**config.mk**
```make
export PLATFORM = sky130hd
export DESIGN_NAME = weight_sched
export DESIGN_NICKNAME = d
export VERILOG_FILES = /design/src/rtl/weight_sched_pkg.sv /design/src/rtl/weight_sched_credit_cnt.sv /design/src/rtl/weight_sched.sv
export SDC_FILE = /design/constraint.sdc
export NUM_CORES = 1
export LEC_CHECK = 0
export BUFFER_PORTS_ARGS = -buffer_cell sky130_fd_sc_hd__buf_2
export CORE_MARGIN = 3
export CORE_UTILIZATION = 64
export DETAILED_ROUTE_END_ITERATION = 10
export PLACE_DENSITY = 0.95
export SLEW_MARGIN = 20
export SYNTH_ARGS = -nofsm -noshare
export SYNTH_HDL_FRONTEND = slang
export SYNTH_SLANG_ARGS = --single-unit
export TNS_END_PERCENT = 1
```
**constraint.sdc**
```tcl
create_clock -name clk -period 6.1 [get_ports clk]
set_input_delay 0.61 -clock clk [delete_from_list [all_inputs] [get_ports clk]]
set_output_delay 0.61 -clock clk [all_outputs]
set_load 0.03 [all_outputs]
```
**src/rtl/weight_sched_pkg.sv**
```systemverilog
// Shared constants for the weight-request sequencer and the weight-request datapath.
package weight_pkg;

  typedef enum logic [2:0] {
    IDLE  = 3'd0,
    CLR   = 3'd1,
    RUN   = 3'd2,
    DRAIN = 3'd3,
    DONE  = 3'd4
  } state_t;

  localparam int unsigned MAX_OUTST_DEF = 2;

  // One weight group is a kernel x channel word of 12 byte lanes.
  localparam int unsigned DAT_WIDTH  = 8;
  localparam int unsigned KC_LANES   = 12;
  localparam int unsigned WGRP_WIDTH = DAT_WIDTH * KC_LANES;

endpackage

```
**src/rtl/weight_sched_credit_cnt.sv**
```systemverilog
// Outstanding-request counter: simultaneous request and return cancel out.
module credit_cnt #(
  parameter int unsigned LIMIT = 2,
  parameter int unsigned WIDTH = 2
) (
  input  logic clk,
  input  logic rst,
  input  logic clr,
  input  logic inc,
  input  logic dec,
  output logic below_limit,
  output logic underflow
);

  localparam logic [WIDTH:0] LIM = (WIDTH+1)'(LIMIT);

  logic [WIDTH-1:0] cnt;

  assign below_limit = ({1'b0, cnt} < LIM);
  // A return with nothing in flight and no same-cycle request has no owner.
  assign underflow   = dec & ~inc & (cnt == '0);

  always_ff @(posedge clk) begin
    if (rst || clr) begin
      cnt <= '0;
    end else if (inc && !dec) begin
      cnt <= cnt + 1'b1;
    end else if (dec && !inc && cnt != '0) begin
      cnt <= cnt - 1'b1;
    end
  end

endmodule

```
**src/rtl/weight_sched.sv**
```systemverilog
// Per-layer sequencer: clears the weight-request block, issues credit-limited
// requests and counts returned weight groups until the layer completes.
module weight_sched
  import weight_pkg::*;
#(
  parameter int unsigned REG_WIDTH   = 32,
  parameter int unsigned MAX_OUTST   = MAX_OUTST_DEF,
  parameter int unsigned OUTST_WIDTH = 2,
  parameter int unsigned CLR_CYCLES  = 1
) (
  input  logic                 clk,
  input  logic                 rst,
  input  logic                 i_start,
  input  logic [REG_WIDTH-1:0] i_num_grp,
  input  logic                 i_pe_rdy,
  input  logic                 i_wvld,
  output logic                 o_wreq,
  output logic                 o_wclr,
  output logic                 o_busy,
  output logic                 o_done,
  output logic                 o_err,
  output logic [REG_WIDTH-1:0] o_req_cnt,
  output logic [REG_WIDTH-1:0] o_vld_cnt
);

  localparam int unsigned CLR_W = (CLR_CYCLES > 1) ? $clog2(CLR_CYCLES) : 1;
  localparam logic [CLR_W-1:0] CLR_LAST = CLR_W'(CLR_CYCLES - 1);

  state_t               state, state_nxt;
  logic [REG_WIDTH-1:0] num, req_cnt, vld_cnt;
  logic [CLR_W-1:0]     clr_cnt;
  logic                 err;

  logic start_acc, wreq, vld_acc, below_limit, underflow;
  logic req_last, vld_last;

  assign start_acc = (state == IDLE) && i_start;
  assign wreq      = (state == RUN) && (req_cnt < num) && i_pe_rdy && (below_limit || i_wvld);
  assign vld_acc   = i_wvld && !underflow && (state == RUN || state == DRAIN);
  assign req_last  = wreq && (({1'b0, req_cnt} + 1'b1) == {1'b0, num});
  assign vld_last  = (vld_cnt == num) || (vld_acc && (({1'b0, vld_cnt} + 1'b1) == {1'b0, num}));

  credit_cnt #(
    .LIMIT (MAX_OUTST),
    .WIDTH (OUTST_WIDTH)
  ) u_credit (
    .clk         (clk),
    .rst         (rst),
    .clr         (start_acc),
    .inc         (wreq),
    .dec         (i_wvld),
    .below_limit (below_limit),
    .underflow   (underflow)
  );

  always_ff @(posedge clk) begin
    if (rst) begin
      state   <= IDLE;
      num     <= '0;
      req_cnt <= '0;
      vld_cnt <= '0;
      clr_cnt <= '0;
      err     <= 1'b0;
    end else begin
      state   <= state_nxt;
      clr_cnt <= (state == CLR) ? clr_cnt + 1'b1 : '0;
      if (underflow) err <= 1'b1;
      if (start_acc) begin
        num     <= i_num_grp;
        req_cnt <= '0;
        vld_cnt <= '0;
      end else begin
        if (wreq && req_cnt != '1) req_cnt <= req_cnt + 1'b1;
        if (vld_acc && vld_cnt != '1) vld_cnt <= vld_cnt + 1'b1;
      end
    end
  end

  always_comb begin
    state_nxt = state;
    unique case (state)
      IDLE:  if (i_start) state_nxt = (i_num_grp == '0) ? DONE : CLR;
      CLR:   if (clr_cnt == CLR_LAST) state_nxt = RUN;
      // A stall-slot return on the final request can complete the layer from RUN.
      RUN:   if (req_last) state_nxt = vld_last ? DONE : DRAIN;
      DRAIN: if (vld_last) state_nxt = DONE;
      DONE:  state_nxt = IDLE;
      default: state_nxt = IDLE;
    endcase
  end

  assign o_wreq    = wreq;
  assign o_wclr    = (state == CLR);
  assign o_busy    = (state == CLR) || (state == RUN) || (state == DRAIN);
  assign o_done    = (state == DONE);
  assign o_err     = err;
  assign o_req_cnt = req_cnt;
  assign o_vld_cnt = vld_cnt;

endmodule

```
==> flow_metrics.env <==
export IMPL_fp_row_count=39
export IMPL_share_clk_of_total_power=0.288
export IMPL_synth_ff_latch_count=103
export IMPL_final_max_slew_violation_count=0
export IMPL_maxCapViolCount=0
export IMPL_clock_tree_htree_level_count=3
export IMPL_rsz0062_at_grt="false"
export IMPL_pwr_share_seq=0.383
export IMPL_wire_length_of_the_first_global_routing_pass_microns=36400
export IMPL_swShare=0.380
export IMPL_drt_wirelength_per_cell_microns=18.8
export IMPL_final_setup_skew_ps=10.4
export IMPL_diodes=0
export IMPL_final_sum_of_negative_setup_slack_ps=0
export IMPL_comb_power_share=0.329
export IMPL_worst_setup_path_start_kind="flop"
export IMPL_tritoncts_clock_tree="yes"
export IMPL_floorplan_core_area_sq_mm=0.0116
export IMPL_cts_hold_buffers=0
export IMPL_floorplan_initialDensity=0.665
export IMPL_yosys_warnings=0
export IMPL_average_cell_area_after_synthesis_sq_um=7.49
export IMPL_synthToLayoutAreaGrowth_pct=8.77
export IMPL_routabilityCongestion=1.04
export IMPL_post_synthesis_net_count=1102
export IMPL_finish_net_count=1148
export IMPL_number_of_buffers_on_the_longest_clock_path=2
export IMPL_max_clock_freq_mhz=253
export IMPL_dominantRegCellSynth="sky130_fd_sc_hd__dfxtp_1"
export IMPL_drive_above_1_share=0.138
export IMPL_placedCellCount=1209
export IMPL_chipWidth_microns=116
export IMPL_commonest_non_fill_non_tap_cells_in_the_layout="sky130_fd_sc_hd__nand2_1 (133), sky130_fd_sc_hd__buf_2 (105), sky130_fd_sc_hd__dfxtp_1 (103)"
export IMPL_syn_area_sq_mm=0.00772
export IMPL_static_leakage_power_nw=3.19
export IMPL_routed_via_count=8038
export IMPL_postCtsSetupRepairBufs=0
export IMPL_multi_input_comb_area_sq_mm=0.00513
export IMPL_tritoncts_num_sinks=103
export IMPL_net_switching_power_mw=0.826
export IMPL_netlist_cell_type_count=76
export IMPL_irDropWorstVdd_v=0.000229
export IMPL_fill_cells=930
export IMPL_grt_antenna_before_repair=0
export IMPL_detailedRoute_firstIterationViolations=1046
export IMPL_maximum_fanout_along_the_worst_path=19
export IMPL_ctsResizeCount=0
export IMPL_clockRootBuffer="sky130_fd_sc_hd__clkbuf_16"
export IMPL_worstSkewPairLatency_ps=360
export IMPL_finalCriticalPeriod_ps=3960
export IMPL_postSynth_asyncResetShare=0
export IMPL_status="complete, no violations"
export IMPL_congestion_overflow_gr=0
export IMPL_floorplan_io_pins=106
export IMPL_worst_slew_pin_slew_ps=896
export IMPL_timing_critical_path_required_ps=6340
export IMPL_numPortBuffers=105
export IMPL_hold_class="reg -> reg"
export IMPL_min_period_over_period=0.649
export IMPL_fp_dieArea_sq_mm=0.0134
export IMPL_chipHeight_microns=116
export IMPL_most_common_cell_after_layout_fill_and_taps_aside="sky130_fd_sc_hd__nand2_1"
export IMPL_gr_usage_all_layers=0.342
export IMPL_finalSetupViolCount=0
export IMPL_drc_violation_count_after_routing=0
export IMPL_count_of_mapped_cells_out_of_synthesis=1031
export IMPL_intPower_mw=1.35
export IMPL_synth_enable_flop_cells=0
export IMPL_grt_pass1_vias=7166
export IMPL_power_density_mw_per_mm2=259
export IMPL_worst_ep_arrival_time_ps=4200
export IMPL_number_of_vias_per_cell=6.57
export IMPL_fin_cells=1223
export IMPL_cts_made_buffers=9
export IMPL_largest_net_degree_at_the_start_of_global_routing=47
export IMPL_headroom_to_the_max_slew_limit=0.399
export IMPL_seq_area_frac_synth=0.267
export IMPL_post_route_worst_setup_slack_ps=2140
export IMPL_setup_worst_path_class="reg -> reg"
export IMPL_clkTransAtPathRegs_ps=70
export IMPL_antenna_left=0
export IMPL_totalWireLength_microns=23000
export IMPL_critPathCaptureType="flop"
export IMPL_detailed_place_hpwl_microns=17400
export IMPL_dp_worst_setup_slack_ps=2200
export IMPL_dr_pass1_iters=6
export IMPL_final_seq_area_sq_mm=0.00206
export IMPL_timing_final_hold_violations=0
## routing by layer
| layer | GRT usage | wire length, microns | up-vias |
|---|---|---|---|
| li1 | - | - | 3713 |
| met1 | 0.473 | 9290 | 3698 |
| met2 | 0.522 | 10000 | 546 |
| met3 | 0.0695 | 2770 | 81 |
| met4 | 0.142 | 901 | 0 |
| met5 | 0 | 0 | - |
## Yosys cell counts, types with 8 or more instances
cell type	count	share of area
sky130_fd_sc_hd__and2_1	8	0.0065
sky130_fd_sc_hd__or3_1	15	0.012
sky130_fd_sc_hd__inv_1	44	0.021
sky130_fd_sc_hd__and3_1	13	0.011
sky130_fd_sc_hd__nand2_1	133	0.065
sky130_fd_sc_hd__o21ai_0	30	0.019
sky130_fd_sc_hd__a211oi_1	8	0.0078
sky130_fd_sc_hd__nor2_1	95	0.046
sky130_fd_sc_hd__nor4_1	31	0.025
sky130_fd_sc_hd__nand3_1	51	0.033
sky130_fd_sc_hd__ha_1	34	0.055
sky130_fd_sc_hd__and4_1	12	0.014
sky130_fd_sc_hd__dfxtp_1	103	0.27
sky130_fd_sc_hd__nor2b_1	11	0.0089
sky130_fd_sc_hd__nor3_1	25	0.016
sky130_fd_sc_hd__xor2_1	64	0.073
sky130_fd_sc_hd__clkbuf_1	37	0.018
sky130_fd_sc_hd__o211ai_1	10	0.0097
sky130_fd_sc_hd__xnor2_1	71	0.081
sky130_fd_sc_hd__buf_2	20	0.013
sky130_fd_sc_hd__nand4_1	41	0.033
sky130_fd_sc_hd__a21oi_1	63	0.041
## power by group through the flow
| stage | clock network, mW | logic, mW | registers (mW) |
|---|---|---|---|
| after floorplan | 0 | 0.549 | 0.789 |
| after global placement | 0 | 0.672 | 0.837 |
| after detailed placement | 0 | 0.688 | 0.841 |
| after CTS | 0.630 | 0.695 | 0.826 |
| after global routing | 0.658 | 0.786 | 0.836 |
| final | 0.626 | 0.716 | 0.832 |
## through the flow
stage                     power, mW  hold slack (ps)   util  instance area (sq um)
after floorplan                1.34              407      -                   7720
after global placement         1.51              428  0.697                   8090
after detailed placement       1.53              435  0.697                   8090
after CTS                      2.15              444  0.723                   8400
after global routing           2.28              480  0.723                   8400
final                          2.17              448  0.723                   8400
## final timing paths
| check | from | endpoint | slack, ps | depth (start not counted) |
|---|---|---|---|---|
| worst min-delay path | clr_cnt | clr_cnt | 450 | 1 |
| worst min register to register | clr_cnt | clr_cnt | 450 | 1 |
| worst max-delay path | num[7] | o_vld_cnt[31] | 2140 | 14 |
| worst max register to register | num[7] | o_vld_cnt[31] | 2140 | 14 |
## flip-flops by register name, summed over array words and instances (netlist names)
signal and count:
num 32, o_req_cnt 32, o_vld_cnt 32, state 3, u_credit.cnt 2, clr_cnt 1, o_err 1
## logic make-up after synthesis
| family | synth area share |
|---|---|
| AND/OR/NAND/NOR | 0.316 |
| AO/OA/AOI/OAI | 0.129 |
| XOR/XNOR | 0.153 |
| buffers and inverters | 0.0702 |
| flip-flops | 0.267 |
| adder cells (fa/ha/maj) | 0.0564 |
| multiplexers | 0.00827 |
## worst max-delay path, cell delays in order (launching register included)
cell and delay, ps:
sky130_fd_sc_hd__dfxtp_1 450, sky130_fd_sc_hd__inv_1 110, sky130_fd_sc_hd__ha_1 330, sky130_fd_sc_hd__a21oi_1 140, sky130_fd_sc_hd__o21ai_0 130, sky130_fd_sc_hd__a221oi_1 280, sky130_fd_sc_hd__o211ai_1 160, sky130_fd_sc_hd__and2_1 210
sky130_fd_sc_hd__or3_1 420, sky130_fd_sc_hd__inv_1 150, sky130_fd_sc_hd__o311a_2 430, sky130_fd_sc_hd__nand4_1 440, sky130_fd_sc_hd__nor4_1 370, sky130_fd_sc_hd__xnor2_1 160, sky130_fd_sc_hd__nor2_1 50
## cell type report
type	count	area share
well taps	143	0.0213
repair buffers	109	0.0662
multi-input cells	810	0.611
inverters	44	0.0197
clock buffers	9	0.0268
clock inverters	5	0.00983
flip-flops and latches	103	0.246
No activity file was read; power rests on OpenSTA's default activity.
